[config.mk]
export PLATFORM = sky130hd
export DESIGN_NAME = cam_frame_capture_flat
export DESIGN_NICKNAME = d
export VERILOG_FILES = /design/src/rtl/cam_capture_pkg.sv /design/src/rtl/cam_frame_capture_if.sv /design/src/rtl/cam_sync_edge.sv /design/src/rtl/cam_frame_capture.sv /design/src/flat_wrapper.sv
export SDC_FILE = /design/constraint.sdc
export NUM_CORES = 1
export LEC_CHECK = 0
export ABC_AREA = 1
export CORE_MARGIN = 4
export CORE_UTILIZATION = 45
export DETAILED_ROUTE_END_ITERATION = 10
export PLACE_DENSITY = 0.65
export SYNTH_ARGS = -nofsm -noshare
export SYNTH_HDL_FRONTEND = slang
export SYNTH_SLANG_ARGS = --single-unit
export TNS_END_PERCENT = 100
[constraint.sdc]
create_clock -name CLOCK_50 -period 1.8 [get_ports CLOCK_50]
set_input_delay 0.54 -clock CLOCK_50 [delete_from_list [all_inputs] [get_ports CLOCK_50]]
set_output_delay 0.54 -clock CLOCK_50 [all_outputs]
set_load 0.02 [all_outputs]
[src/rtl/cam_capture_pkg.sv]
// Shared types and helpers for the OV7670 camera-to-framebuffer capture path.
package cam_capture_pkg;

  localparam int DEF_H_RES = 640;
  localparam int DEF_V_RES = 480;

  typedef enum logic [1:0] {
    CLEAR,
    IDLE,
    WAIT_VSYNC,
    CAPTURE
  } state_t;

  // RGB565 byte pair (high byte first) reduced to RGB332: R[4:2], G[5:3], B[4:3].
  function automatic logic [7:0] rgb565_to_rgb332(input logic [7:0] hi, input logic [7:0] lo);
    return {hi[7:5], hi[2:0], lo[4:3]};
  endfunction

endpackage

[src/rtl/cam_frame_capture_if.sv]
// Camera pin bundle plus framebuffer write port; master = capture block, slave = environment.
interface cam_frame_capture_if #(
  parameter int ADDR_W = 19,
  parameter int PIX_W  = 8
);
  logic              cam_pclk;
  logic              cam_href;
  logic              cam_vsync;
  logic [7:0]        cam_data;
  logic              we;
  logic [ADDR_W-1:0] write_addr;
  logic [PIX_W-1:0]  wr_data;

  modport master (
    input  cam_pclk, cam_href, cam_vsync, cam_data,
    output we, write_addr, wr_data
  );

  modport slave (
    output cam_pclk, cam_href, cam_vsync, cam_data,
    input  we, write_addr, wr_data
  );
endinterface

[src/rtl/cam_sync_edge.sv]
// Multi-flop synchroniser for one asynchronous camera strobe, with rise/fall pulses (STAGES >= 2).
module cam_sync_edge #(
  parameter int STAGES = 2
) (
  input  logic clk_i,
  input  logic rst_ni,
  input  logic d_i,
  output logic q_o,
  output logic rise_o,
  output logic fall_o
);

  logic [STAGES-1:0] sync_q;
  logic              prev_q;

  always_ff @(posedge clk_i or negedge rst_ni) begin
    if (!rst_ni) begin
      sync_q <= '0;
      prev_q <= 1'b0;
    end else begin
      sync_q <= {sync_q[STAGES-2:0], d_i};
      prev_q <= sync_q[STAGES-1];
    end
  end

  assign q_o    = sync_q[STAGES-1];
  assign rise_o = sync_q[STAGES-1] & ~prev_q;
  assign fall_o = ~sync_q[STAGES-1] & prev_q;

endmodule

[src/rtl/cam_frame_capture.sv]
// OV7670 parallel-bus capture into the framebuffer write port, with clear sweep and snapshot mode.
// Optional build macro CAM_TEST_PATTERN_EN replaces pixel data by 8 vertical colour bars.
module cam_frame_capture
  import cam_capture_pkg::*;
#(
  parameter int H_RES         = DEF_H_RES,
  parameter int V_RES         = DEF_V_RES,
  parameter int ADDR_W        = 19,
  parameter int BYTES_PER_PIX = 2,
  parameter int PIX_W         = 8,
  parameter int CLEAR_VALUE   = 244,
  parameter int SYNC_STAGES   = 2
) (
  input  logic                CLOCK_50,
  input  logic                reset_n,
  cam_frame_capture_if.master bus,
  input  logic                snapshot,
  input  logic                arm,
  input  logic                clear_req,
  output logic                busy,
  output logic                frame_done,
  output logic [7:0]          frame_count,
  output logic                line_err
);

  localparam int XW = $clog2(H_RES + 1);
  localparam int YW = $clog2(V_RES + 1);
  localparam logic [XW-1:0]     X_MAX     = XW'(H_RES);
  localparam logic [YW-1:0]     Y_MAX     = YW'(V_RES);
  localparam logic [ADDR_W-1:0] LAST_ADDR = ADDR_W'(H_RES * V_RES - 1);
  localparam logic [ADDR_W-1:0] LINE_STEP = ADDR_W'(H_RES);

  logic pclk_lvl, pclk_rise, pclk_fall;
  logic href_lvl, href_rise, href_fall;
  logic vs_lvl, vs_rise, vs_fall;
  logic unused_sync;

  cam_sync_edge #(.STAGES(SYNC_STAGES)) u_sync_pclk (
    .clk_i(CLOCK_50), .rst_ni(reset_n), .d_i(bus.cam_pclk),
    .q_o(pclk_lvl), .rise_o(pclk_rise), .fall_o(pclk_fall)
  );

  cam_sync_edge #(.STAGES(SYNC_STAGES)) u_sync_href (
    .clk_i(CLOCK_50), .rst_ni(reset_n), .d_i(bus.cam_href),
    .q_o(href_lvl), .rise_o(href_rise), .fall_o(href_fall)
  );

  cam_sync_edge #(.STAGES(SYNC_STAGES)) u_sync_vsync (
    .clk_i(CLOCK_50), .rst_ni(reset_n), .d_i(bus.cam_vsync),
    .q_o(vs_lvl), .rise_o(vs_rise), .fall_o(vs_fall)
  );

  assign unused_sync = pclk_lvl ^ pclk_fall ^ vs_lvl;

  // Data byte delayed by the synchroniser depth so it lines up with the pclk rise pulse.
  logic [7:0] data_pipe_q [SYNC_STAGES];
  logic [7:0] byte_s;

  always_ff @(posedge CLOCK_50) begin
    data_pipe_q[0] <= bus.cam_data;
    for (int i = 1; i < SYNC_STAGES; i++) data_pipe_q[i] <= data_pipe_q[i-1];
  end

  assign byte_s = data_pipe_q[SYNC_STAGES-1];

  state_t            state_q, state_d;
  logic [ADDR_W-1:0] clr_cnt_q, clr_cnt_d, clr_idx;
  logic [XW-1:0]     x_q, x_d;
  logic [YW-1:0]     y_q, y_d;
  logic [ADDR_W-1:0] line_base_q, line_base_d;
  logic              phase_q, phase_d;
  logic              line_err_q, line_err_d;
  logic [7:0]        frame_cnt_q, frame_cnt_d;
  logic              frame_done_q, frame_done_d;
  logic              busy_q, busy_d;
  logic              we_q, we_d;
  logic [ADDR_W-1:0] addr_q, addr_d;
  logic [PIX_W-1:0]  data_q, data_d;
  logic [7:0]        hi_q;
  logic              hi_load, pix_done, clr_wr, byte_take;
  logic [PIX_W-1:0]  pix_val;

  assign byte_take = pclk_rise & href_lvl;

`ifdef CAM_TEST_PATTERN_EN
  logic [XW+2:0] x_scaled;
  logic [2:0]    bar;
  logic [23:0]   bar_rep;

  always_comb begin
    x_scaled = {x_q, 3'b000};
    bar      = 3'(x_scaled / (XW+3)'(H_RES));
    bar_rep  = {8{bar}};
    if (BYTES_PER_PIX == 2) pix_val = PIX_W'({bar, bar, bar[1:0]});
    else                    pix_val = bar_rep[23 -: PIX_W];
  end
`else
  always_comb begin
    if (BYTES_PER_PIX == 2) pix_val = PIX_W'(rgb565_to_rgb332(hi_q, byte_s));
    else                    pix_val = PIX_W'(byte_s);
  end
`endif

  always_comb begin
    state_d      = state_q;
    clr_cnt_d    = clr_cnt_q;
    x_d          = x_q;
    y_d          = y_q;
    line_base_d  = line_base_q;
    phase_d      = phase_q;
    line_err_d   = line_err_q;
    frame_cnt_d  = frame_cnt_q;
    frame_done_d = 1'b0;
    we_d         = 1'b0;
    addr_d       = addr_q;
    data_d       = data_q;
    hi_load      = 1'b0;
    pix_done     = 1'b0;
    // clear_req behaves as CLEAR at index 0, overriding whatever the current state wanted.
    clr_wr       = clear_req | (state_q == CLEAR);
    clr_idx      = clear_req ? '0 : clr_cnt_q;

    if (clr_wr) begin
      we_d   = 1'b1;
      addr_d = clr_idx;
      data_d = PIX_W'(CLEAR_VALUE);
      if (clear_req) line_err_d = 1'b0;
      if (clr_idx == LAST_ADDR) begin
        clr_cnt_d = '0;
        if (snapshot) state_d = IDLE;
        else          state_d = WAIT_VSYNC;
      end else begin
        clr_cnt_d = clr_idx + ADDR_W'(1);
        state_d   = CLEAR;
      end
    end else begin
      case (state_q)
        IDLE: begin
          if (arm) state_d = WAIT_VSYNC;
        end
        WAIT_VSYNC: begin
          if (vs_fall) begin
            x_d         = '0;
            y_d         = '0;
            line_base_d = '0;
            phase_d     = 1'b0;
            state_d     = CAPTURE;
          end
        end
        CAPTURE: begin
          if (vs_rise) begin
            if (y_q == Y_MAX) begin
              frame_done_d = 1'b1;
              frame_cnt_d  = frame_cnt_q + 8'd1;
              if (snapshot) state_d = IDLE;
              else          state_d = WAIT_VSYNC;
            end else begin
              state_d = WAIT_VSYNC;
            end
          end else begin
            if (href_rise) phase_d = 1'b0;
            if (byte_take) begin
              if (BYTES_PER_PIX == 2 && !phase_q) begin
                hi_load = 1'b1;
                phase_d = 1'b1;
              end else begin
                phase_d  = 1'b0;
                pix_done = 1'b1;
              end
            end
            // x saturates at H_RES so overlong lines stop writing instead of wrapping.
            if (pix_done && x_q < X_MAX) begin
              x_d = x_q + XW'(1);
              if (y_q < Y_MAX) begin
                we_d   = 1'b1;
                addr_d = line_base_q + ADDR_W'(x_q);
                data_d = pix_val;
              end
            end
            if (href_fall) begin
              if (x_q != '0) begin
                if (y_q < Y_MAX) begin
                  y_d         = y_q + YW'(1);
                  line_base_d = line_base_q + LINE_STEP;
                end
                if (x_q < X_MAX) line_err_d = 1'b1;
              end
              x_d = '0;
            end
          end
        end
        default: state_d = CLEAR;
      endcase
    end

    busy_d = clr_wr | (state_d == CLEAR) | (state_d == CAPTURE);
  end

  always_ff @(posedge CLOCK_50 or negedge reset_n) begin
    if (!reset_n) begin
      state_q      <= CLEAR;
      clr_cnt_q    <= '0;
      x_q          <= '0;
      y_q          <= '0;
      line_base_q  <= '0;
      phase_q      <= 1'b0;
      line_err_q   <= 1'b0;
      frame_cnt_q  <= '0;
      frame_done_q <= 1'b0;
      busy_q       <= 1'b0;
      we_q         <= 1'b0;
      addr_q       <= '0;
      data_q       <= '0;
    end else begin
      state_q      <= state_d;
      clr_cnt_q    <= clr_cnt_d;
      x_q          <= x_d;
      y_q          <= y_d;
      line_base_q  <= line_base_d;
      phase_q      <= phase_d;
      line_err_q   <= line_err_d;
      frame_cnt_q  <= frame_cnt_d;
      frame_done_q <= frame_done_d;
      busy_q       <= busy_d;
      we_q         <= we_d;
      addr_q       <= addr_d;
      data_q       <= data_d;
    end
  end

  always_ff @(posedge CLOCK_50) begin
    if (hi_load) hi_q <= byte_s;
  end

  assign bus.we         = we_q;
  assign bus.write_addr = addr_q;
  assign bus.wr_data    = data_q;
  assign busy           = busy_q;
  assign frame_done     = frame_done_q;
  assign frame_count    = frame_cnt_q;
  assign line_err       = line_err_q;

endmodule

[src/flat_wrapper.sv]
// flat-port wrapper written by rule: the top's interface ports become plain ports
module cam_frame_capture_flat import cam_capture_pkg::*;
#(
  parameter int H_RES         = DEF_H_RES,
  parameter int V_RES         = DEF_V_RES,
  parameter int ADDR_W        = 19,
  parameter int BYTES_PER_PIX = 2,
  parameter int PIX_W         = 8,
  parameter int CLEAR_VALUE   = 244,
  parameter int SYNC_STAGES   = 2
)
  (CLOCK_50, reset_n, snapshot, arm, clear_req, busy, frame_done, frame_count, line_err, bus_cam_pclk, bus_cam_href, bus_cam_vsync, bus_cam_data, bus_we, bus_write_addr, bus_wr_data);
  cam_frame_capture_if #(.ADDR_W(ADDR_W), .PIX_W(PIX_W)) bus_i ();
  input  logic CLOCK_50;
  input  logic reset_n;
  input  logic snapshot;
  input  logic arm;
  input  logic clear_req;
  output logic busy;
  output logic frame_done;
  output logic [7:0] frame_count;
  output logic line_err;
  input wire logic [$bits(bus_i.cam_pclk)-1:0] bus_cam_pclk;
  input wire logic [$bits(bus_i.cam_href)-1:0] bus_cam_href;
  input wire logic [$bits(bus_i.cam_vsync)-1:0] bus_cam_vsync;
  input wire logic [$bits(bus_i.cam_data)-1:0] bus_cam_data;
  output wire logic [$bits(bus_i.we)-1:0] bus_we;
  output wire logic [$bits(bus_i.write_addr)-1:0] bus_write_addr;
  output wire logic [$bits(bus_i.wr_data)-1:0] bus_wr_data;
  assign bus_i.cam_pclk = bus_cam_pclk;
  assign bus_i.cam_href = bus_cam_href;
  assign bus_i.cam_vsync = bus_cam_vsync;
  assign bus_i.cam_data = bus_cam_data;
  assign bus_we = bus_i.we;
  assign bus_write_addr = bus_i.write_addr;
  assign bus_wr_data = bus_i.wr_data;
  cam_frame_capture #(.H_RES(H_RES), .V_RES(V_RES), .ADDR_W(ADDR_W), .BYTES_PER_PIX(BYTES_PER_PIX), .PIX_W(PIX_W), .CLEAR_VALUE(CLEAR_VALUE), .SYNC_STAGES(SYNC_STAGES)) u_core (.CLOCK_50(CLOCK_50), .reset_n(reset_n), .bus(bus_i), .snapshot(snapshot), .arm(arm), .clear_req(clear_req), .busy(busy), .frame_done(frame_done), .frame_count(frame_count), .line_err(line_err));
endmodule
Yosys cells after proc, flatten, opt, wreduce, memory -nomap -nowiden

Memory sizes are Yosys's and may differ from the RTL's.
Cells that the tools add are included.

Flip-flop bits (word level): 116
Logic and storage cells: 144
RAM bits: 16
Output and inout port bits: 39
Bits of input ports: 16
Memories kept: 1

Mux-type cells: 68
Reductions and logical operators: 17
Equal/unequal tests: 15
Add/sub/neg operators: 6
Magnitude comparators: 2
Bitwise gates (word level): 15

Memory list:

| name               | depth | width | rd ports | clocked after Yosys merged registers in | wr ports | RTL line                | RTL |
|---|---|---|---|---|---|---|---|
| u_core.data_pipe_q | 2     | 8     | 2        | 0                                       | 2        | cam_frame_capture.sv:56 | `logic [7:0] data_pipe_q [SYNC_STAGES];` |

Operators with widths:

| operator                                               | count |
|---|---|
| 2-to-1 mux 19 bit                                      | 12 |
| 2-to-1 mux 9 bit                                       | 5 |
| 2-to-1 mux 10 bit                                      | 4 |
| 2-to-1 mux 8 bit                                       | 5 |
| case mux 19 bit (2 select lines)                       | 1 |
| 2-to-1 mux 1 bit                                       | 30 |
| case mux 10 bit (2 select lines)                       | 1 |
| adder 19 x 1 -> 19 bit (second input constant)         | 1 |
| adder 19 x 10 -> 19 bit                                | 1 |
| adder 19 x 10 -> 19 bit (second input constant)        | 1 |
| equality test 19 bit (second input constant)           | 1 |
| case mux 9 bit (2 select lines)                        | 1 |
| 2-to-1 mux 2 bit                                       | 7 |
| nonzero test 2 bit                                     | 7 |
| adder 10 x 1 -> 10 bit (second input constant)         | 1 |
| less-than comparator 10 bit (second input constant)    | 1 |
| AND reduction 5 bit                                    | 2 |
| nonzero test 10 bit                                    | 1 |
| adder 9 x 1 -> 9 bit (second input constant)           | 1 |
| equality test 9 bit (second input constant)            | 1 |
| less-than comparator 9 bit (second input constant)     | 1 |
| adder 8 x 1 -> 8 bit (second input constant)           | 1 |
| inequality test 2 x 1 -> 1 bit (second input constant) | 4 |
| AND reduction 4 bit                                    | 2 |
| 13 further kinds                                       | 31 |

Logic depth before layout (Yosys ltp)

Depth after elaboration: 12
Mapped depth: 13
Mapped depth without buffers: 12

Hierarchy

Synthesis repeated with hierarchy kept, for this count alone.

Cells, all modules: 875
Area total of the unflattened synthesis: 6,628.9 µm²

By module, submodules not included:

| module            | times used | cells an instance | area an instance (µm²) | sequential area each (µm²) |
|---|---|---|---|---|
| cam_frame_capture | 1          | 854               | 6,358.6                | 2,802.7 |
| cam_sync_edge     | 3          | 7                 | 90.1                   | 75.1 |

Worst setup path after synthesis

No wires, ideal clock.

Kind: input port to flip-flop
Start point: in clear_req
End point: reg u_core.clr_cnt_q[0]
Cell stages on the path: 12
Required time: 1,680 ps
Library setup time: 120 ps
Path buffers: 3
Setup slack: -460 ps
Arrival: 2,140 ps
Path through: buf_2 buf_1 nor2_1 ha_1 inv_1 nor2_1 nand4_1 nor2_1 nor2_1 buf_2 nor2_1 nor2_1

Cells in the longest elaborated chain, start to end: 3
Elaborated cells between the ends (all ways): 5
Those cells by class: add/sub (1); eq/ne (1); mux (2); bitwise (1)

Ends and longest elaborated chain:

| what                                                                  | RTL line                                           | RTL |
|---|---|---|
| start, declared                                                       | flat_wrapper.sv:18                                 | `input logic clear_req;` |
| 2-to-1 mux 19 bit                                                     | cam_frame_capture.sv:121                           | `clr_idx = clear_req ? '0 : clr_cnt_q;` |
| adder 19 x 1 -> 19 bit / equality test 19 bit (equally long branches) | cam_frame_capture.sv:133, cam_frame_capture.sv:128 |  |
| 2-to-1 mux 19 bit                                                     | cam_frame_capture.sv:128                           | `if (clr_idx == LAST_ADDR) begin` |
| end signal, assigned                                                  | cam_frame_capture.sv:216                           | `clr_cnt_q <= clr_cnt_d;` |
| end, declared                                                         | cam_frame_capture.sv:67                            | `logic [ADDR_W-1:0] clr_cnt_q, clr_cnt_d, clr_idx;` |

Several ways; a longest one is shown, not always the timed one.
A chain may end at the register's enable or synchronous reset.

Worst setup path in the final report

Start point: reg u_core.frame_cnt_q[0] (netlist: u_core.frame_count[0])
End point: out frame_count[0]

RTL lines:

| what                   | RTL line                 | RTL |
|---|---|---|
| start, declared        | cam_frame_capture.sv:73  | `logic [7:0] frame_cnt_q, frame_cnt_d;` |
| start signal, assigned | cam_frame_capture.sv:222 | `frame_cnt_q <= frame_cnt_d;` |
| end, declared          | flat_wrapper.sv:21       | `output logic [7:0] frame_count;` |

No word-level cell between the ends.

==> key figures <==
Worst setup path
  – CP startpoint: u_core.frame_count[0]
  – Reg-to-reg startpoint: u_core.y_q[1]
  – RR Endpoint: u_core.frame_count[0]
  – Critical Path, Cell by Cell: dlygate4sd2_1
  – Critical Path Stages: 1
  – Crit Path Max Fanout: 4
  – Largest stage delay, worst path: 0.42 ns
  – Worst setup SP type: register
  – Worst Path Buf+Inv: 1
  – Worst setup path class: reg -> out
  – Critical Path Sink: frame_count[0]
  – Delay-heaviest family, CP: flip-flops
  – CP max stage cell: dfrtp_1
  – Reg2Reg Depth: 8
  – Critical path endpoint category: primary output
  – Worst R2R Setup Slack: 0.12 ns
  – Required time of the worst setup path: 1.26 ns
  – Data arrival, critical path: 1.20 ns

Timing
  – Worst clock skew: 0.0102 ns
  – Setup TNS Final: 0 ns
  – FMAX: 574 MHz
  – Period Utilization, post-route: 96.8%
  – Setup WS post-layout: 0.0571 ns
  – Slew Limit Fails: 0
  – Final hold violations: 0
  – Final min period: 1.74 ns
  – Final setup vio count: 0

Die
  – Row cnt: 43
  – Starting density of the core: 45.9%
  – # IOs: 55
  – Core Region: 0.0138 mm^2
  – Die height: 127 um
  – Die width: 127 um
  – Die ar.: 0.0161 mm^2

Outcome
  – Status: complete, no violations

Clock network
  – Root Driver: clkbuf_16
  – CTS tree: done
  – Num CTS Buffers: 17
  – H-tree Lvls: 4
  – CTS Hold Buffers Added: 0
  – CTS Sinks: 123
  – CTS max path bufs: 2
  – Worst-Skew Late Latency: 0.43 ns
  – CTS clk-pin slew, worst paths: 0.07 ns

Placement
  – Port buffer count: 54
  – Placement Cell Area: 0.00764 mm^2
  – Dpl hpwl: 11900 um
  – Place WS: -0.992 ns
  – Final Wtd Congestion: 0.966
  – DP Cell Count: 1127

Logic synthesis
  – Post-synthesis average cell area: 7.53 um^2
  – Number of synthesized flops with an enable pin: 6
  – Xor/xnor share of the synthesized area: 3.59%
  – Area share of fa/ha/maj cells after synthesis: 2.17%
  – Synthesized area: 0.00635 mm^2
  – Synth top area cells: dfrtp_1 40%, nand2_1 14%, nor2_1 7.1%
  – Simple-gate share of the synthesized area: 31.1%
  – Compound-Gate Fraction of Synth Area: 8.02%
  – Share of Yosys cell area claimed by the top area cell type: 39.8%
  – Synth Flop Type: dfrtp_1
  – Main combinational cell family by area after synthesis: simple AND/OR/NAND/NOR gates
  – Mux cell area share after synthesis: 0%
  – Post-synth ARST share: 82.1%
  – YS warnings: 0
  – Mapped Cells: 843
  – Synth area leader: dfrtp_1
  – Synthesized flop and latch total: 123
  – Register area share after synthesis: 47.7%
  – Synth cell types: 38
  – Synth Net Count: 870

Drt
  – Drt via density: 5.04
  – 1st-iter DRT viols: 421
  – Antenna-violating nets left: 0
  – Wire per inst: 13.9 um
  – Total wire length: 16200 um
  – First-pass iteration count of the detailed router: 6
  – DRC viols: 0
  – Via count: 5848

Finish
  – Area delta synth->final: 30.8%
  – Nets: 995
  – Filler cells: 1249
  – Finished Cell Area: 0.00830 mm^2
  – Layout cell share with drive strength beyond 1: 15.6%
  – Antenna cells: 0
  – Post-Layout Cell Count: 1161

GRT
  – Antenna violations before repair: 0
  – Total GRT Usage: 21.3%
  – First-pass GRT wire length: 27400 um
  – Grt total ovfl: 0
  – Vias in the first global route: 5746
  – Largest net degree at the start of global routing: 35

Worst hold path
  – Worst hold path type: in -> async

Job
  – Max capacitance violation total: 0

Power and ir drop
  – Overall power: 0.00663 W
  – P per Cell Area: 798 mW/mm^2
  – Leakage: 4.02 nW
  – Worst vdd ir: 0.000547 V
-- Yosys cell counts, drive strengths merged (2+ instances only) --
cell type	count
nor2	121
buf	18
nor3	18
clkbuf	9
a31oi	12
xnor2	6
a21oi	15
inv	88
nand3b	2
nand3	69
nand2	237
dfrtp	101
dfxtp	16
ha	11
edfxtp	6
nor3b	3
or2	2
o21ai	63
nand4	18
xor2	20
-- where the power goes --
part | leakage, nW | internal, W | switching [W]
combinational | 2.28 | 0.000121 | 0.000171
sequential | 1.45 | 0.00283 | 0.0000346
clock | 0.291 | 0.00198 | 0.00149
total | 4.02 | 0.00493 | 0.00169
-- layout make-up --
| class | count | area [um^2] | area share [%] |
|---|---|---|---|
| tap | 180 | 225 | 2.71 |
| clock buffer | 17 | 425 | 5.13 |
| sequential | 123 | 3030 | 36.5 |
| clock inverter | 15 | 169 | 2.04 |
| timing repair buffer | 133 | 1130 | 13.6 |
| inverter | 88 | 335 | 4.04 |
| multi-input combinational | 605 | 2980 | 35.9 |
-- cell usage in the layout, fill, tap and decap left out, types with 4 or more instances in the layout --
cell / instances
nand2_1: 233
nor2_1: 108
dfrtp_1: 99
inv_1: 79
buf_4: 74
nand3_1: 69
dlygate4sd2_1: 39
o21ai_1: 38
o21ai_0: 23
xor2_1: 20
nand4_1: 17
clkbuf_16: 17
nor3_1: 16
dfxtp_1: 16
clkdlybuf4s50_1: 13
a21oi_1: 12
a31oi_1: 12
nor2_2: 9
ha_1: 8
inv_2: 7
inv_6: 7
xnor2_1: 6
edfxtp_1: 6
nand2_2: 4
nor2_4: 4
inv_8: 4
-- cells by family after synthesis --
family	after synthesis
and+or+nand+nor	472
DFF	123
buffers and inverters	115
AOI/OAI and AO/OA	95
xor gates and xnor gates	26
adders and majority gates	11
other	1
-- per-stage QoR --
stage | hold slack (ns) | util, %
detailed placement | 0.312 | 55.3
floorplan | 0.244 | -
finish | 0.0612 | 60.0
global route | 0.0858 | 60.0
CTS | 0.0692 | 59.3
global placement | 0.312 | 55.3
-- timing repair --
item	CTS	global route
buffers inserted	0	2
resized for setup	44	22
setup endpoints to repair	105	39
pin swaps	2	0
-- registers in the layout, summed over array words and instances (netlist names) --
register	flops
u_core.u_sync_pclk.prev_q	1
u_core.hi_q	6
u_core.bus.wr_data	8
u_core.x_q	10
u_core.phase_q	1
u_core.state_q	2
u_core.clr_cnt_q	19
u_core.bus.write_addr	19
u_core.frame_done	1
u_core.frame_count	8
u_core.line_err	1
u_core.bus.we	1
u_core.u_sync_pclk.sync_q	2
u_core.y_q	9
u_core.u_sync_vsync.sync_q	2
u_core.data_pipe_q	16
u_core.u_sync_vsync.prev_q	1
u_core.u_sync_href.sync_q	2
u_core.line_base_q	12
u_core.u_sync_href.prev_q	1
u_core.busy	1
-- worst min path at each step --
stage / startpoint / endpoint / slack, ns / depth (start not counted)
floorplan: reset_n / u_core.bus.we / 0.24 / 0
global placement: u_core.data_pipe_q[0][2] / u_core.data_pipe_q[0][10] / 0.31 / 0
detailed placement: u_core.data_pipe_q[0][5] / u_core.data_pipe_q[0][13] / 0.31 / 0
CTS: reset_n / u_core.line_base_q[9] / 0.07 / 1
global route: reset_n / u_core.line_base_q[9] / 0.09 / 1
finish: reset_n / u_core.line_base_q[9] / 0.06 / 1
-- routing by layer --
layer	vias up	global-route usage (%)	wire length [um]
met5	-	0	0
met3	22	5.01	884
li1	2959	-	-
met1	2703	28.8	7510
met4	0	7.00	228
met2	164	33.9	7540
No activity file was read; power rests on OpenSTA's default activity.
